<file path="src/rtl/vdp18_vram_arb.sv">
// vdp18 VRAM access responder.
// Executes each access slot issued by the timing controller against the VRAM.
// Pattern and sprite fetches are returned on a tagged data port. AC_CPU slots
// service queued host-port read/write requests.
// Build option: define VDP18_CPU_WRBUF_EN to get a 2-entry CPU write FIFO.
// Without it, a single request register holds one CPU request.

package vdp18_arb_pkg;
  typedef enum logic [3:0] {
    AC_NONE = 4'd0,
    AC_PNT  = 4'd1,
    AC_PGT  = 4'd2,
    AC_PCT  = 4'd3,
    AC_STST = 4'd4,
    AC_SATY = 4'd5,
    AC_SATX = 4'd6,
    AC_SATN = 4'd7,
    AC_SATC = 4'd8,
    AC_SPTH = 4'd9,
    AC_SPTL = 4'd10,
    AC_CPU  = 4'd11
  } access_t;
endpackage

module vdp18_vram_arb
  import vdp18_arb_pkg::*;
#(
  parameter int ADDR_W = 14,
  parameter int DATA_W = 8
) (
  input  logic              clk_i,
  input  logic              reset_i,
  input  logic              clk_en_5m37_i,
  input  logic              clk_en_acc_i,
  input  access_t           access_type_i,
  input  logic [ADDR_W-1:0] vdp_addr_i,
  input  logic              cpu_rd_req_i,
  input  logic              cpu_wr_req_i,
  input  logic [ADDR_W-1:0] cpu_addr_i,
  input  logic [DATA_W-1:0] cpu_data_i,
  output logic              cpu_busy_o,
  output logic              cpu_ack_o,
  output logic [DATA_W-1:0] cpu_data_o,
  output logic [ADDR_W-1:0] vram_a_o,
  output logic              vram_ce_o,
  output logic              vram_we_o,
  output logic [DATA_W-1:0] vram_d_o,
  input  logic [DATA_W-1:0] vram_d_i,
  output logic [DATA_W-1:0] data_o,
  output access_t           data_type_o,
  output logic              data_vld_o,
  output logic              proto_err_o
);

  typedef enum logic {
    ST_IDLE   = 1'b0,
    ST_ACCESS = 1'b1
  } state_t;

  state_t state, state_nxt;

  // Slot control decoded from the current state and the slot start strobe.
  logic    start_fetch;
  logic    start_cpu;
  logic    complete;
  logic    abort;
  access_t slot_type;

  // CPU request queue; entry 0 is the head. The plain build never fills entry 1.
  logic [1:0]        q_cnt;
  logic [ADDR_W-1:0] q_addr [2];
  logic [DATA_W-1:0] q_data [2];
  logic              q_wr   [2];
  logic              q_nempty;
  logic              pop;
  logic              push;
  logic              push_idx;
  logic              take_wr;
  logic              take_rd;

  assign q_nempty = (q_cnt != 2'd0);

`ifdef VDP18_CPU_WRBUF_EN
  // Full at two entries; a pending read blocks everything else behind it.
  assign cpu_busy_o = (q_cnt == 2'd2) || (q_nempty && !q_wr[0]);
`else
  // One request at a time.
  assign cpu_busy_o = q_nempty;
`endif

  // Write wins over a simultaneous read; a read only enters an empty queue.
  assign take_wr  = cpu_wr_req_i && !cpu_busy_o;
  assign take_rd  = cpu_rd_req_i && !cpu_wr_req_i && !q_nempty;
  assign push     = take_wr || take_rd;
  assign pop      = complete && (slot_type == AC_CPU);
  // Slot after the surviving entries: 0 if empty or the head leaves now, else 1.
  assign push_idx = q_cnt[0] && !pop;

  // State register.
  always_ff @(posedge clk_i or posedge reset_i) begin
    if (reset_i) begin
      state <= ST_IDLE;
    end else begin
      state <= state_nxt;
    end
  end

  // Next state and slot decisions; a slot start always overrides completion.
  always_comb begin
    state_nxt   = state;
    start_fetch = 1'b0;
    start_cpu   = 1'b0;
    complete    = 1'b0;
    abort       = 1'b0;
    if (clk_en_acc_i) begin
      abort = (state == ST_ACCESS);
      if (access_type_i == AC_CPU) begin
        start_cpu = q_nempty;
      end else if (access_type_i != AC_NONE) begin
        start_fetch = 1'b1;
      end
      state_nxt = (start_fetch || start_cpu) ? ST_ACCESS : ST_IDLE;
    end else if ((state == ST_ACCESS) && clk_en_5m37_i) begin
      complete  = 1'b1;
      state_nxt = ST_IDLE;
    end
  end

  // Queue occupancy.
  always_ff @(posedge clk_i or posedge reset_i) begin
    if (reset_i) begin
      q_cnt <= 2'd0;
    end else begin
      q_cnt <= q_cnt + {1'b0, push} - {1'b0, pop};
    end
  end

  // Queue storage: shift on pop, then the new request lands behind the survivors.
  always_ff @(posedge clk_i) begin
    if (pop) begin
      q_addr[0] <= q_addr[1];
      q_data[0] <= q_data[1];
      q_wr[0]   <= q_wr[1];
    end
    if (push) begin
      q_addr[push_idx] <= cpu_addr_i;
      q_data[push_idx] <= cpu_data_i;
      q_wr[push_idx]   <= cpu_wr_req_i;
    end
  end

  // VRAM cycle launch/finish and the fetch/CPU return ports.
  always_ff @(posedge clk_i or posedge reset_i) begin
    if (reset_i) begin
      slot_type   <= AC_NONE;
      vram_a_o    <= '0;
      vram_ce_o   <= 1'b0;
      vram_we_o   <= 1'b0;
      vram_d_o    <= '0;
      data_o      <= '0;
      data_type_o <= AC_NONE;
      data_vld_o  <= 1'b0;
      cpu_data_o  <= '0;
      cpu_ack_o   <= 1'b0;
      proto_err_o <= 1'b0;
    end else begin
      data_vld_o <= 1'b0;
      cpu_ack_o  <= 1'b0;
      if (abort) begin
        proto_err_o <= 1'b1;
      end
      if (start_fetch) begin
        slot_type <= access_type_i;
        vram_a_o  <= vdp_addr_i;
        vram_ce_o <= 1'b1;
        vram_we_o <= 1'b0;
      end else if (start_cpu) begin
        slot_type <= AC_CPU;
        vram_a_o  <= q_addr[0];
        vram_ce_o <= 1'b1;
        vram_we_o <= q_wr[0];
        vram_d_o  <= q_data[0];
      end else if (clk_en_acc_i || complete) begin
        vram_ce_o <= 1'b0;
        vram_we_o <= 1'b0;
      end
      if (complete) begin
        if (slot_type == AC_CPU) begin
          cpu_ack_o <= 1'b1;
          if (!vram_we_o) begin
            cpu_data_o <= vram_d_i;
          end
        end else begin
          data_o      <= vram_d_i;
          data_type_o <= slot_type;
          data_vld_o  <= 1'b1;
        end
      end
    end
  end

endmodule

</file>
<file path="config.mk">
export PLATFORM = sky130hd
export DESIGN_NAME = vdp18_vram_arb
export DESIGN_NICKNAME = d
export VERILOG_FILES = /design/src/rtl/vdp18_vram_arb.sv
export SDC_FILE = /design/constraint.sdc
export NUM_CORES = 1
export LEC_CHECK = 0
export BUFFER_PORTS_ARGS = -buffer_cell sky130_fd_sc_hd__buf_2
export CORE_MARGIN = 5
export CORE_UTILIZATION = 25
export CTS_CLUSTER_SIZE = 28
export DETAILED_ROUTE_END_ITERATION = 6
export PLACE_DENSITY = 0.41
export SKIP_CTS_REPAIR_TIMING = 1
export SYNTH_ARGS = -nofsm -noshare
export SYNTH_HDL_FRONTEND = slang
export SYNTH_SLANG_ARGS = --single-unit
</file>
<file path="constraint.sdc">
create_clock -name clk_i -period 5.8 [get_ports clk_i]
set_clock_uncertainty 0.1 [all_clocks]
set_input_delay 0.29 -clock clk_i [delete_from_list [all_inputs] [get_ports clk_i]]
set_output_delay 0.29 -clock clk_i [all_outputs]
set_load 0.02 [all_outputs]
</file>
==> results of run 1 <==
-- cell usage after synthesis --
library cell | number | area, sq um
dfrtp_1 | 54 | 1350
o22a_1 | 2 | 17.5
a22o_1 | 1 | 8.76
a21oi_1 | 1 | 5.00
o21ai_0 | 3 | 15.0
nor3_4 | 1 | 16.3
conb_1 | 1 | 3.75
buf_2 | 4 | 20.0
buf_1 | 1 | 3.75
and4b_1 | 1 | 10.0
a21o_1 | 3 | 22.5
nand2_1 | 3 | 11.3
buf_6 | 1 | 11.3
ha_1 | 2 | 25.0
mux2_2 | 47 | 529
a2bb2oi_1 | 14 | 123
o21ai_1 | 1 | 5.00
edfxtp_1 | 46 | 1380
clkbuf_2 | 1 | 5.00
a21boi_1 | 1 | 7.51
buf_4 | 2 | 15.0
inv_2 | 1 | 3.75
o21bai_1 | 14 | 105
nand4b_1 | 1 | 8.76
mux2_4 | 3 | 45.0
nand3b_2 | 1 | 11.3
nand2b_1 | 1 | 6.26
inv_1 | 5 | 18.8
nand3_2 | 1 | 10.0
o2bb2ai_1 | 1 | 8.76
nor2_2 | 1 | 6.26
nor2_1 | 1 | 3.75
clkbuf_1 | 2 | 7.51
xnor2_1 | 2 | 17.5
mux2i_1 | 14 | 140
o41a_1 | 1 | 11.3
-- critical path, stage by stage, from the launching register on --
cell	delay [ns]
dfrtp_1	0.62
nor2_2	0.37
o21ai_4	0.32
ha_1	0.39
inv_1	0.04
ha_1	0.18
xnor2_1	0.13
xnor2_1	0.12
-- through the flow --
| step | util | instance area (sq um) | hold slack [ns] | cells | worst slack (ns) |
|---|---|---|---|---|---|
| after floorplan | - | 4070 | 0.289 | 261 | 2.90 |
| after global placement | 0.306 | 4830 | 0.359 | 569 | 3.22 |
| after detailed placement | 0.306 | 4830 | 0.366 | 569 | 3.14 |
| after CTS | 0.324 | 5110 | 0.0184 | 585 | 3.30 |
| after global routing | 0.324 | 5110 | 0.0154 | 585 | 3.15 |
| final | 0.324 | 5110 | 0.0323 | 585 | 3.39 |
-- area by class of cell --
| cell class | count | area (sq um) | share of cell area |
|---|---|---|---|
| clock buffer | 14 | 268 | 0.0524 |
| clock inverter | 2 | 10.0 | 0.00196 |
| inverter | 6 | 22.5 | 0.00441 |
| multi-input combinational | 144 | 1280 | 0.251 |
| sequential | 100 | 2730 | 0.535 |
| tap | 216 | 270 | 0.0529 |
| timing repair buffer | 103 | 520 | 0.102 |
-- how the worst min path moves through the flow --
stage	startpoint	end	slack, ns	depth (start not counted)
finish	cpu_addr_i[10]	q_addr[1][10]	0.03	1
CTS	cpu_addr_i[10]	q_addr[1][10]	0.02	1
detailed placement	q_data[0][0]	vram_d_o[0]	0.37	1
global placement	q_data[0][7]	vram_d_o[7]	0.36	1
floorplan	cpu_addr_i[0]	q_addr[1][0]	0.29	0
global route	cpu_addr_i[4]	q_addr[1][4]	0.02	1
-- logic make-up (layout without fill, tap and decap cells) --
group	after synthesis	in the layout
fa+ha+maj	2	2
xor+xnor	2	2
simple gates	11	11
buf+inv	17	125
mux	64	64
flops	100	100
other cells	1	23
compound gates	42	42
-- state kept, by name, summed over array words and instances, names as in the netlist, 4 cells and up --
name and count:
cpu_data_o 8, data_o 8, data_type_o 4, q_data 16
q_addr 28, vram_d_o 8, slot_type 4, vram_a_o 14
-- routing by layer --
layer  wire (microns)  GRT usage  part of all wire  up-vias
met2             4120      0.161              0.45       75
met3              633     0.0400             0.069        6
li1                 -          -                 -     1122
met5                0          0                 0        -
met4              104     0.0302             0.011        0
met1             4350      0.140              0.47     1151
-- power groups by stage --
| stage | Sequential [uW] | Combinational (uW) | Clock (uW) |
|---|---|---|---|
| after floorplan | 1100 | 287 | 0 |
| after global placement | 1040 | 550 | 0 |
| after detailed placement | 1040 | 556 | 0 |
| after CTS | 1030 | 557 | 597 |
| after global routing | 1050 | 593 | 627 |
| final | 1020 | 539 | 566 |
-- placed cells by master, fill, tap and decap left out, types with 2 or more instances in the layout --
master	n
buf_2	101
dfrtp_1	54
mux2_2	47
edfxtp_1	46
conb_1	23
o21bai_1	14
mux2i_1	14
a2bb2oi_1	14
clkbuf_16	9
inv_1	4
mux2_4	3
a21o_1	3
nand2_1	3
inv_2	2
o22a_1	2
o21ai_0	2
o21ai_4	2
xnor2_1	2
ha_1	2
clkbuf_1	2
clkinv_2	2
clkbuf_8	2
buf_4	2
==> impl_results.md, run 1 <==
* Sw Share at 0.305
* First-pass GRT wire length at 14600 microns
* Nets at 420
* # DRC at 0
* IO buf count at 101
* Drt first pass iters at 5
* Vias in the first global route at 2577
* Diode count at 0
* RSZ-0062 raised after global routing: false
* Largest net degree at the start of global routing at 55
* Grt ovf at 0
* Iter 0 DRT Violations at 99
* Pleak at 0.00218 uW
* Placer Congestion at 0.725
* Tcrit/Tclk final at 0.416
* Via density at 4.02
* Largest family of logic cells by synthesized area: multiplexers
* Cell variety after synth at 36
* Routed WL per cell at 15.7 microns
* FF-to-FF path depth at 7
* Total Die Area at 18600 sq um
* Worst slew pin tran at 1.10 ns
* Initial Util at 0.253
* WP data arrival at 2.52 ns
* Worst r2r src: q_cnt[1]
* Core area at 15800 sq um
* Initial antenna violation count at 0
* Final setup viols at 0
* Synthesized area at 3990 sq um
* Startpoint types: flip-flop
* Layout cells sized above 1 at 0.477
* Final Critical Period at 2.41 ns
* Max_cap viols at 0
* Detailed Route WL at 9210 microns
* XOR/XNOR share of the synthesized area at 0.00439
* Rel. slew slack at 0.261
* Final Max Slew Viols at 0
* FMAX at 415 MHz
* Setup CP Type: reg2reg
* Area growth, synth to finish at 27.9%
* DR vias at 2354
* Tightest Hold Check Type: in2reg
* Final Hold Fails at 0
* CTS buffer count at 9
* Simple-Gate Fraction of Synth Area at 0.0210
* Row cnt at 46
* Worst-skew pair later-pin latency at 0.34 ns
* Clock Pin Slew Worst Setup and Hold Paths at 0.07 ns
* CTS Buffer Depth at 2
* Synthesized instance count at 239
* Final-layout fill cell count at 1660
* Post-synthesis mux area share at 0.179
* Reg2Reg Setup Slack at 3.39 ns
* Register area share after synthesis at 0.685
* Antenna Nets Post-Route at 0
* Synth Area per Inst at 16.7 sq um
* Yosys warning count at 0
* Int Pwr at 1480 uW
* CP endpoint kind: flip-flop
* CP endpoint: q_cnt[1]
* Depth of the CTS H-tree at 3
* Final HPWL DP at 6420 microns
* Crit. Startpoint: q_cnt[1]
* Clk Tree Root Cell: clkbuf_16
* Status: completed
* Sinks on Clock Net at 100
* Switch Pwr at 650 uW
* WP data required at 5.91 ns
* Setup TNS at 0 ns
* Compound-Gate Fraction of Synth Area at 0.0824
* Power Density at 417 nW/um^2
* Comb power frac at 0.253
* Die Ht at 136 microns
* Clk pwr share at 0.266
* VDD IR max at 182 uV
* Reg2reg end: q_cnt[1]
* Die W at 136 microns
* TritonCTS clock tree: built
* Power after layout at 2130 uW
* Total GRT Usage at 0.105
* Register bit total from synthesis at 100
* Flop pwr share at 0.481
* Adder-cell share of the synthesized area at 0.00627
* I/O pin total at 102
* Crit path max fanout at 24
(Power assumes the default switching activity.)
==> run 2, diff against run 1 <==
--- a/config.mk
+++ b/config.mk
@@ -5,6 +5,7 @@
 export SDC_FILE = /design/constraint.sdc
 export NUM_CORES = 1
 export LEC_CHECK = 0
+export ABC_AREA = 1
 export BUFFER_PORTS_ARGS = -buffer_cell sky130_fd_sc_hd__buf_2
 export CORE_MARGIN = 5
 export CORE_UTILIZATION = 25
==> constraint.sdc (replaced) <==
create_clock -name clk_i -period 2.4 [get_ports clk_i]
set_clock_uncertainty 0.1 [all_clocks]
set_input_delay 0.12 -clock clk_i [delete_from_list [all_inputs] [get_ports clk_i]]
set_output_delay 0.12 -clock clk_i [all_outputs]
set_load 0.02 [all_outputs]
==> run 2 against run 1 <==
  * The flow now finishes with violations (negative hold slack)
  * Largest cell class unchanged
  * Wire length grew 12%
  * Worst hold slack lost 0.073 ns
  * Utilization grew 2.3 points
  * Clock-buffer cell count shrank 4
  * Die area grew 3.7%
  * Cell area grew 11%
  * First-iteration DRC count grew 58%
  * Synthesized area grew 4.0%
  * Non-clock buffer count grew 48
  * Critical path type is now in2reg
  * Register-to-register slack lost 2.8 ns
  * Setup slack lost 2.9 ns
==> impl_results.md, run 2 <==
* CTS buffer count at 9 (unchanged)
* WP data arrival at 2.03 ns (was 2.52 ns)
* Layout cells sized above 1 at 0.241 (was 0.477)
* Routed WL per cell at 12.7 microns (was 15.7 microns)
* Clock Pin Slew Worst Setup and Hold Paths at 0.07 ns (about the same)
* Clk pwr share at 0.274 (was 0.266)
* Final Max Slew Viols at 0 (unchanged)
* Register bank with the most flops: q_addr (unchanged)
* # DRC at 0 (unchanged)
* RSZ-0062 raised after global routing: false (unchanged)
* Cell variety after synth at 27 (was 36)
* EDFF count, synth at 46 (unchanged)
* Final HPWL DP at 7290 microns (was 6420 microns)
* WP data required at 2.50 ns (was 5.91 ns)
* Flop pwr share at 0.475 (was 0.481)
* Register bit total from synthesis at 100 (unchanged)
* Worst r2r src: q_cnt[0] (was q_cnt[1])
* Final hold slack at -0.0403 ns (was 0.0323 ns)
* Initial Util at 0.253 (about the same)
* CP endpoint kind: flip-flop (unchanged)
* Final Critical Period at 1.93 ns
* Placer Congestion at 0.729 (was 0.725)
* Sw Share at 0.326 (was 0.305)
* Register area share after synthesis at 0.658 (was 0.685)
* Vias in the first global route at 3044 (was 2577)
* Setup TNS at 0 ns (unchanged)
* Die W at 139 microns (was 136 microns)
* Final setup viols at 0 (unchanged)
* Power Density at 881 nW/um^2 (was 417 nW/um^2)
* FMAX at 518 MHz
* Crit. Startpoint: access_type_i[1] (was q_cnt[1])
* Synth Area per Inst at 10.1 sq um (was 16.7 sq um)
* Number of flip-flops in the largest register at 28 (unchanged)
* Total GRT Usage at 0.109 (was 0.105)
* Startpoint types: input pin (was flip-flop)
* Largest net degree at the start of global routing at 55 (unchanged)
* Synthesized instance count at 410 (was 239)
* Pleak at 0.00285 uW (was 0.00218 uW)
* Core area at 16400 sq um (was 15800 sq um)
* Drt first pass iters at 4 (was 5)
* Rel. slew slack at 0.555 (was 0.261)
* Final-layout fill cell count at 1694 (was 1660)
* Largest area contributor in the netlist: edfxtp_1 (unchanged)
* Worst-skew pair later-pin latency at 0.35 ns (was 0.34 ns)
* Int Pwr at 3380 uW (was 1480 uW)
* Max_cap viols at 0 (unchanged)
* Tcrit/Tclk final at 0.805
* Synth top area cells: edfxtp_1 (33%), dfrtp_1 (33%), nand2_1 (16%) (was edfxtp_1 (35%), dfrtp_1 (34%), mux2_2 (13%))
* Top cell type's share of synthesized area at 0.333 (was 0.346)
* Post-synth top cells: nand2_1 (172), dfrtp_1 (54), inv_1 (49), edfxtp_1 (46), o21ai_0 (27) (was dfrtp_1 (54), mux2_2 (47), edfxtp_1 (46))
* I/O pin total at 102 (unchanged)
* Top-count cell post-synth: nand2_1 (was dfrtp_1)
* Yosys warning count at 0 (unchanged)
* Depth of the CTS H-tree at 3 (unchanged)
* Worst slew pin tran at 0.666 ns (was 1.10 ns)
* Clk Tree Root Cell: clkbuf_16 (unchanged)
* IO buf count at 101 (unchanged)
* Via density at 3.91 (was 4.02)
* Total Die Area at 19300 sq um (was 18600 sq um)
* Hold_sp: vdp_addr_i[8] (was cpu_addr_i[10])
* Area growth, synth to finish at 37.1% (was 27.9%)
* Row cnt at 47 (was 46)
* Main synth FF type: dfrtp_1 (unchanged)
* Sinks on Clock Net at 100 (unchanged)
* Die Ht at 139 microns (was 136 microns)
* Diode count at 0 (unchanged)
* Status: finished, violations left (was completed)
* Commonest non-fill, non-tap cell in the layout: nand2_1 (was buf_2)
* CTS Buffer Depth at 2 (unchanged)
* Synthesized area at 4150 sq um (was 3990 sq um)
* VDD IR max at 331 uV (was 182 uV)
* Initial antenna violation count at 0 (unchanged)
* Commonest cells after routing, fill and taps aside: nand2_1 (172), buf_2 (101), dfrtp_1 (54) (was buf_2 (101), dfrtp_1 (54), mux2_2 (47))
* Antenna Nets Post-Route at 0 (unchanged)
* Setup CP Type: in2reg (was reg2reg)
* Comb power frac at 0.251 (was 0.253)
* Detailed Route WL at 10300 microns (was 9210 microns)
* DR vias at 3149 (was 2354)
* Switch Pwr at 1640 uW (was 650 uW)
* Nets at 637 (was 420)
* Iter 0 DRT Violations at 156 (was 99)
* Failing checks: negative hold slack
* Crit path max fanout at 16 (was 24)
* Grt ovf at 0 (unchanged)
* Tightest Hold Check Type: in2reg (unchanged)
* Largest registers: q_addr: 28 flops, q_data: 16 flops, vram_a_o: 14 flops (unchanged)
* Final Hold Fails at 6 (was 0)
* TritonCTS clock tree: built (unchanged)
* Async set-or-reset flop fraction in the synthesized netlist at 0.540 (unchanged)
* First-pass GRT wire length at 16600 microns (was 14600 microns)
* Layout Utilization at 0.347 (was 0.324)
-- run 2: area by class of cell --
type / instances / area, sq um / area share
flip-flops and latches: 100 / 2730 / 0.480
well taps: 220 / 275 / 0.0484
clock buffers: 10 / 239 / 0.0420
multi-input cells: 268 / 1210 / 0.213
inverters: 51 / 191 / 0.0336
clock inverters: 6 / 37.5 / 0.00659
repair buffers: 151 / 1010 / 0.177
-- run 2: power groups by stage --
stage                     registers (uW)  clock network (uW)  logic, uW
after floorplan                     2600                   0        596
after global placement              2420                   0       1220
after detailed placement            2420                   0       1240
after CTS                           2390                1440       1240
after global routing                2420                1510       1440
final                               2380                1370       1260
-- run 2: kinds of logic (layout without fill, tap and decap cells) --
kind of cell	after synthesis	after routing	share of synthesized area
AND/OR/NAND/NOR	197	197	0.197
flip-flops	100	100	0.658
buffers and inverters	64	218	0.0708
AO/OA/AOI/OAI	44	44	0.0627
adder cells (fa/ha/maj)	2	2	0.00603
XOR/XNOR	2	2	0.00422
other	1	23	0.000904
-- run 2: worst paths after layout --
check	endpoint	slack, ns	cells after the start
hold reg to reg	vram_d_o[5]	0.37	2
setup reg to reg	q_addr[0][8]	0.63	6
min in group asynchronous	data_vld_o	0.27	4
max in group asynchronous	vram_d_o[6]	1.68	4
hold / removal	vram_a_o[8]	-0.04	5
setup / recovery	state	0.47	7
-- run 2: critical path: stages --
cell and delay (ns):
dlygate4sd3_1 0.54, buf_2 0.14, nand2_1 0.11, nor2_4 0.35, nand2_1 0.10, nand3_1 0.49
o21ai_0 0.18
-- run 2: metal layers --
| metal | share of wire | GRT usage | up-vias | routed length [microns] |
|---|---|---|---|---|
| li1 | - | - | 1613 | - |
| met1 | 0.47 | 0.143 | 1454 | 4860 |
| met2 | 0.46 | 0.167 | 73 | 4690 |
| met3 | 0.056 | 0.0403 | 9 | 579 |
| met4 | 0.014 | 0.0386 | 0 | 141 |
| met5 | 0 | 0 | - | 0 |
-- run 2: metrics by stage --
step / cell area [sq um] / setup WS (ns) / std cells / power, uW
after global routing: 5690 / 0.282 / 806 / 5370
after detailed placement: 4960 / 0.604 / 745 / 3660
after CTS: 5240 / 0.598 / 761 / 5060
after floorplan: 4230 / 0.217 / 432 / 3190
after global placement: 4960 / 0.578 / 745 / 3630
final: 5690 / 0.468 / 806 / 5020
==> run 3, diff against run 2 <==
--- a/config.mk
+++ b/config.mk
@@ -11,7 +11,7 @@
 export CORE_UTILIZATION = 25
 export CTS_CLUSTER_SIZE = 28
 export DETAILED_ROUTE_END_ITERATION = 6
-export PLACE_DENSITY = 0.41
+export PLACE_DENSITY = 0.42
 export SKIP_CTS_REPAIR_TIMING = 1
 export SYNTH_ARGS = -nofsm -noshare
 export SYNTH_HDL_FRONTEND = slang
==> constraint.sdc (replaced) <==
create_clock -name clk_i -period 1.7 [get_ports clk_i]
set_clock_uncertainty 0.1 [all_clocks]
set_input_delay 0.085 -clock clk_i [delete_from_list [all_inputs] [get_ports clk_i]]
set_output_delay 0.085 -clock clk_i [all_outputs]
set_load 0.02 [all_outputs]
==> run 3 against run 2 <==
  * Total power up 44%
  * Die area is the same
  * Largest cell class unchanged
  * Worst hold slack worse by 0.0056 ns
  * Critical path type is now reg2reg
  * The run still ends with negative hold slack left
==> impl_results.md, run 3 (synthesized netlist as in run 2, its figures left out) <==
* Failing checks: negative hold slack (unchanged)
* Final HPWL DP at 7370 microns (was 7290 microns)
* Number of flip-flops in the largest register at 28 (unchanged)
* Die Ht at 139 microns (unchanged)
* Final hold slack at -0.0459 ns (was -0.0403 ns)
* Detailed Route WL at 10100 microns (was 10300 microns)
* Tcrit/Tclk final at 0.932
* Via density at 3.86 (was 3.91)
* Final-layout fill cell count at 1708 (was 1694)
* Final setup viols at 0 (unchanged)
* Total GRT Usage at 0.105 (was 0.109)
* First-pass GRT wire length at 16100 microns (was 16600 microns)
* CP endpoint: q_cnt[0] (was state)
* Core area at 16400 sq um (unchanged)
* CTS buffer count at 9 (unchanged)
* Final Critical Period at 1.59 ns
* Row cnt at 47 (unchanged)
* Reg2reg end: q_cnt[0] (was q_addr[0][8])
* CP delay by family, top: adder cells (was simple AND/OR/NAND/NOR gates)
* Largest registers: q_addr: 28 flops, q_data: 16 flops, vram_a_o: 14 flops (unchanged)
* Area growth, synth to finish at 40.5% (was 37.1%)
* DR vias at 3149 (unchanged)
* Initial Util at 0.253 (unchanged)
* WP data required at 1.83 ns (was 2.50 ns)
* Largest net degree at the start of global routing at 26 (was 55)
* Clk Tree Root Cell: clkbuf_16 (unchanged)
* Routed WL per cell at 12.4 microns (was 12.7 microns)
* Buf+Inv Stages, Crit Path at 2 (unchanged)
* Comb power frac at 0.258 (was 0.251)
* Register bank with the most flops: q_addr (unchanged)
* Layout cells sized above 1 at 0.244 (was 0.241)
* Crit. Startpoint: slot_type[2] (was access_type_i[1])
* Clock Pin Slew Worst Setup and Hold Paths at 0.07 ns (about the same)
* Worst-skew pair later-pin latency at 0.34 ns (was 0.35 ns)
* Depth of the CTS H-tree at 3 (unchanged)
* Final Max Slew Viols at 0 (unchanged)
* Cell mode on critical path: inv_1 (was nand2_1)
* Power Density at 1240 nW/um^2 (was 881 nW/um^2)
* Int Pwr at 4940 uW (was 3380 uW)
* CP endpoint kind: flip-flop (unchanged)
* RSZ-0062 raised after global routing: false (unchanged)
* Clk pwr share at 0.277 (was 0.274)
* Sw Share at 0.317 (was 0.326)
* Vias in the first global route at 3083 (was 3044)
* Grt ovf at 0 (unchanged)
* Initial antenna violation count at 0 (unchanged)
* Critical path cell sequence: inv_1, nand4_1, nor2_2, ha_1, inv_1, ha_2 (was dlygate4sd3_1, buf_2, nand2_1, nor2_4, nand2_1, nand3_1, o21ai_0)
* # DRC at 0 (unchanged)
* Commonest cells after routing, fill and taps aside: nand2_1 (172), buf_2 (101), dfrtp_1 (54) (unchanged)
* I/O pin total at 102 (unchanged)
* Final Hold Fails at 2 (was 6)
* Crit path max fanout at 3 (was 16)
* Sinks on Clock Net at 100 (unchanged)
* VDD IR max at 705 uV (was 331 uV)
* Antenna Nets Post-Route at 0 (unchanged)
* Reg2Reg Setup Slack at 0.11 ns (was 0.63 ns)
* Iter 0 DRT Violations at 126 (was 156)
* Total Die Area at 19300 sq um (unchanged)
* Slowest stage delay, CP at 0.36 ns (was 0.54 ns)
* Max_cap viols at 0 (unchanged)
* Status: finished, violations left (unchanged)
* Flop pwr share at 0.465 (was 0.475)
* Commonest non-fill, non-tap cell in the layout: nand2_1 (unchanged)
* Tightest Hold Check Type: in2reg (unchanged)
* Die W at 139 microns (unchanged)
* IO buf count at 101 (unchanged)
* Startpoint types: flip-flop (was input pin)
* Worst path slowest cell: dfrtp_1 (was dlygate4sd3_1)
* Critical Path Stages at 6 (was 7)
* Drt first pass iters at 4 (unchanged)
* Switch Pwr at 2290 uW (was 1640 uW)
* FF-to-FF path depth at 6 (unchanged)
* CTS Buffer Depth at 2 (unchanged)
* Setup CP Type: reg2reg (was in2reg)
* TritonCTS clock tree: built (unchanged)
* WP data arrival at 1.71 ns (was 2.03 ns)
* FMAX at 631 MHz
* Nets at 646 (was 637)
* Pleak at 0.00289 uW (was 0.00285 uW)
* Worst r2r src: slot_type[2] (was q_cnt[0])
* Power after layout at 7230 uW (was 5020 uW)
* Placer Congestion at 0.790 (was 0.729)
==> run 3: changes by cell type in the layout (fill, tap and decap cells not counted), sizes merged <==
cell,delta
dlygate4sd3,+6
buf,+3
inv,-2
bufinv,+1
clkbuf,+1
clkinv,+1
clkinvlp,-1
diode,+1
==> run 3: layout make-up <==
type | count | area [sq um] | area share
clock inverters | 5 | 52.6 | 0.00901
repair buffers | 160 | 1110 | 0.191
clock buffers | 11 | 233 | 0.0399
inverters | 51 | 191 | 0.0328
well taps | 220 | 275 | 0.0472
flip-flops and latches | 100 | 2730 | 0.469
multi-input cells | 268 | 1230 | 0.211
diodes | 1 | 2.50 | 0.000429
==> run 3: through the flow <==
step	worst slack [ns]	area [sq um]	TNS [ns]	utilization	instances
2_1_floorplan	-0.0237	4250	-0.544	-	432
3_3_place_gp	0.111	5010	0	0.306	747
3_5_place_dp	0.0992	5010	0	0.306	747
4_1_cts	0.0852	5300	0	0.323	763
5_1_grt	0.0111	5830	0	0.355	815
6_report	0.115	5830	0	0.355	816
==> run 3: routing by layer <==
| metal | part of all wire | global-route usage | vias to the layer above |
|---|---|---|---|
| li1 | - | - | 1632 |
| met2 | 0.46 | 0.163 | 84 |
| met3 | 0.057 | 0.0428 | 10 |
| met5 | 0 | 0 | - |
| met1 | 0.47 | 0.137 | 1423 |
| met4 | 0.018 | 0.0278 | 0 |
==> run 3: power by group through the flow <==
stage,logic [uW],registers [uW],clock network [uW]
2_1_floorplan,871,3660,0
3_3_place_gp,1800,3420,0
3_5_place_dp,1810,3420,0
4_1_cts,1810,3380,2090
5_1_grt,2110,3420,2200
6_report,1870,3360,2000
==> run 3: worst register-to-register path, cell delays in order, from the launching register on <==
cell	delay, ns
dfrtp_1	0.36
inv_1	0.08
nand4_1	0.16
nor2_2	0.21
ha_1	0.25
inv_1	0.06
ha_2	0.25
==> run 3: how the worst min path moves through the flow <==
stage	startpoint	endpoint	cells after the start
6_report	vdp_addr_i[13]	vram_a_o[13]	5
5_1_grt	vdp_addr_i[13]	vram_a_o[13]	5
4_1_cts	reset_i	vram_a_o[9]	2
3_5_place_dp	reset_i	data_vld_o	2
3_3_place_gp	reset_i	data_vld_o	2
2_1_floorplan	cpu_addr_i[0]	q_addr[1][0]	0
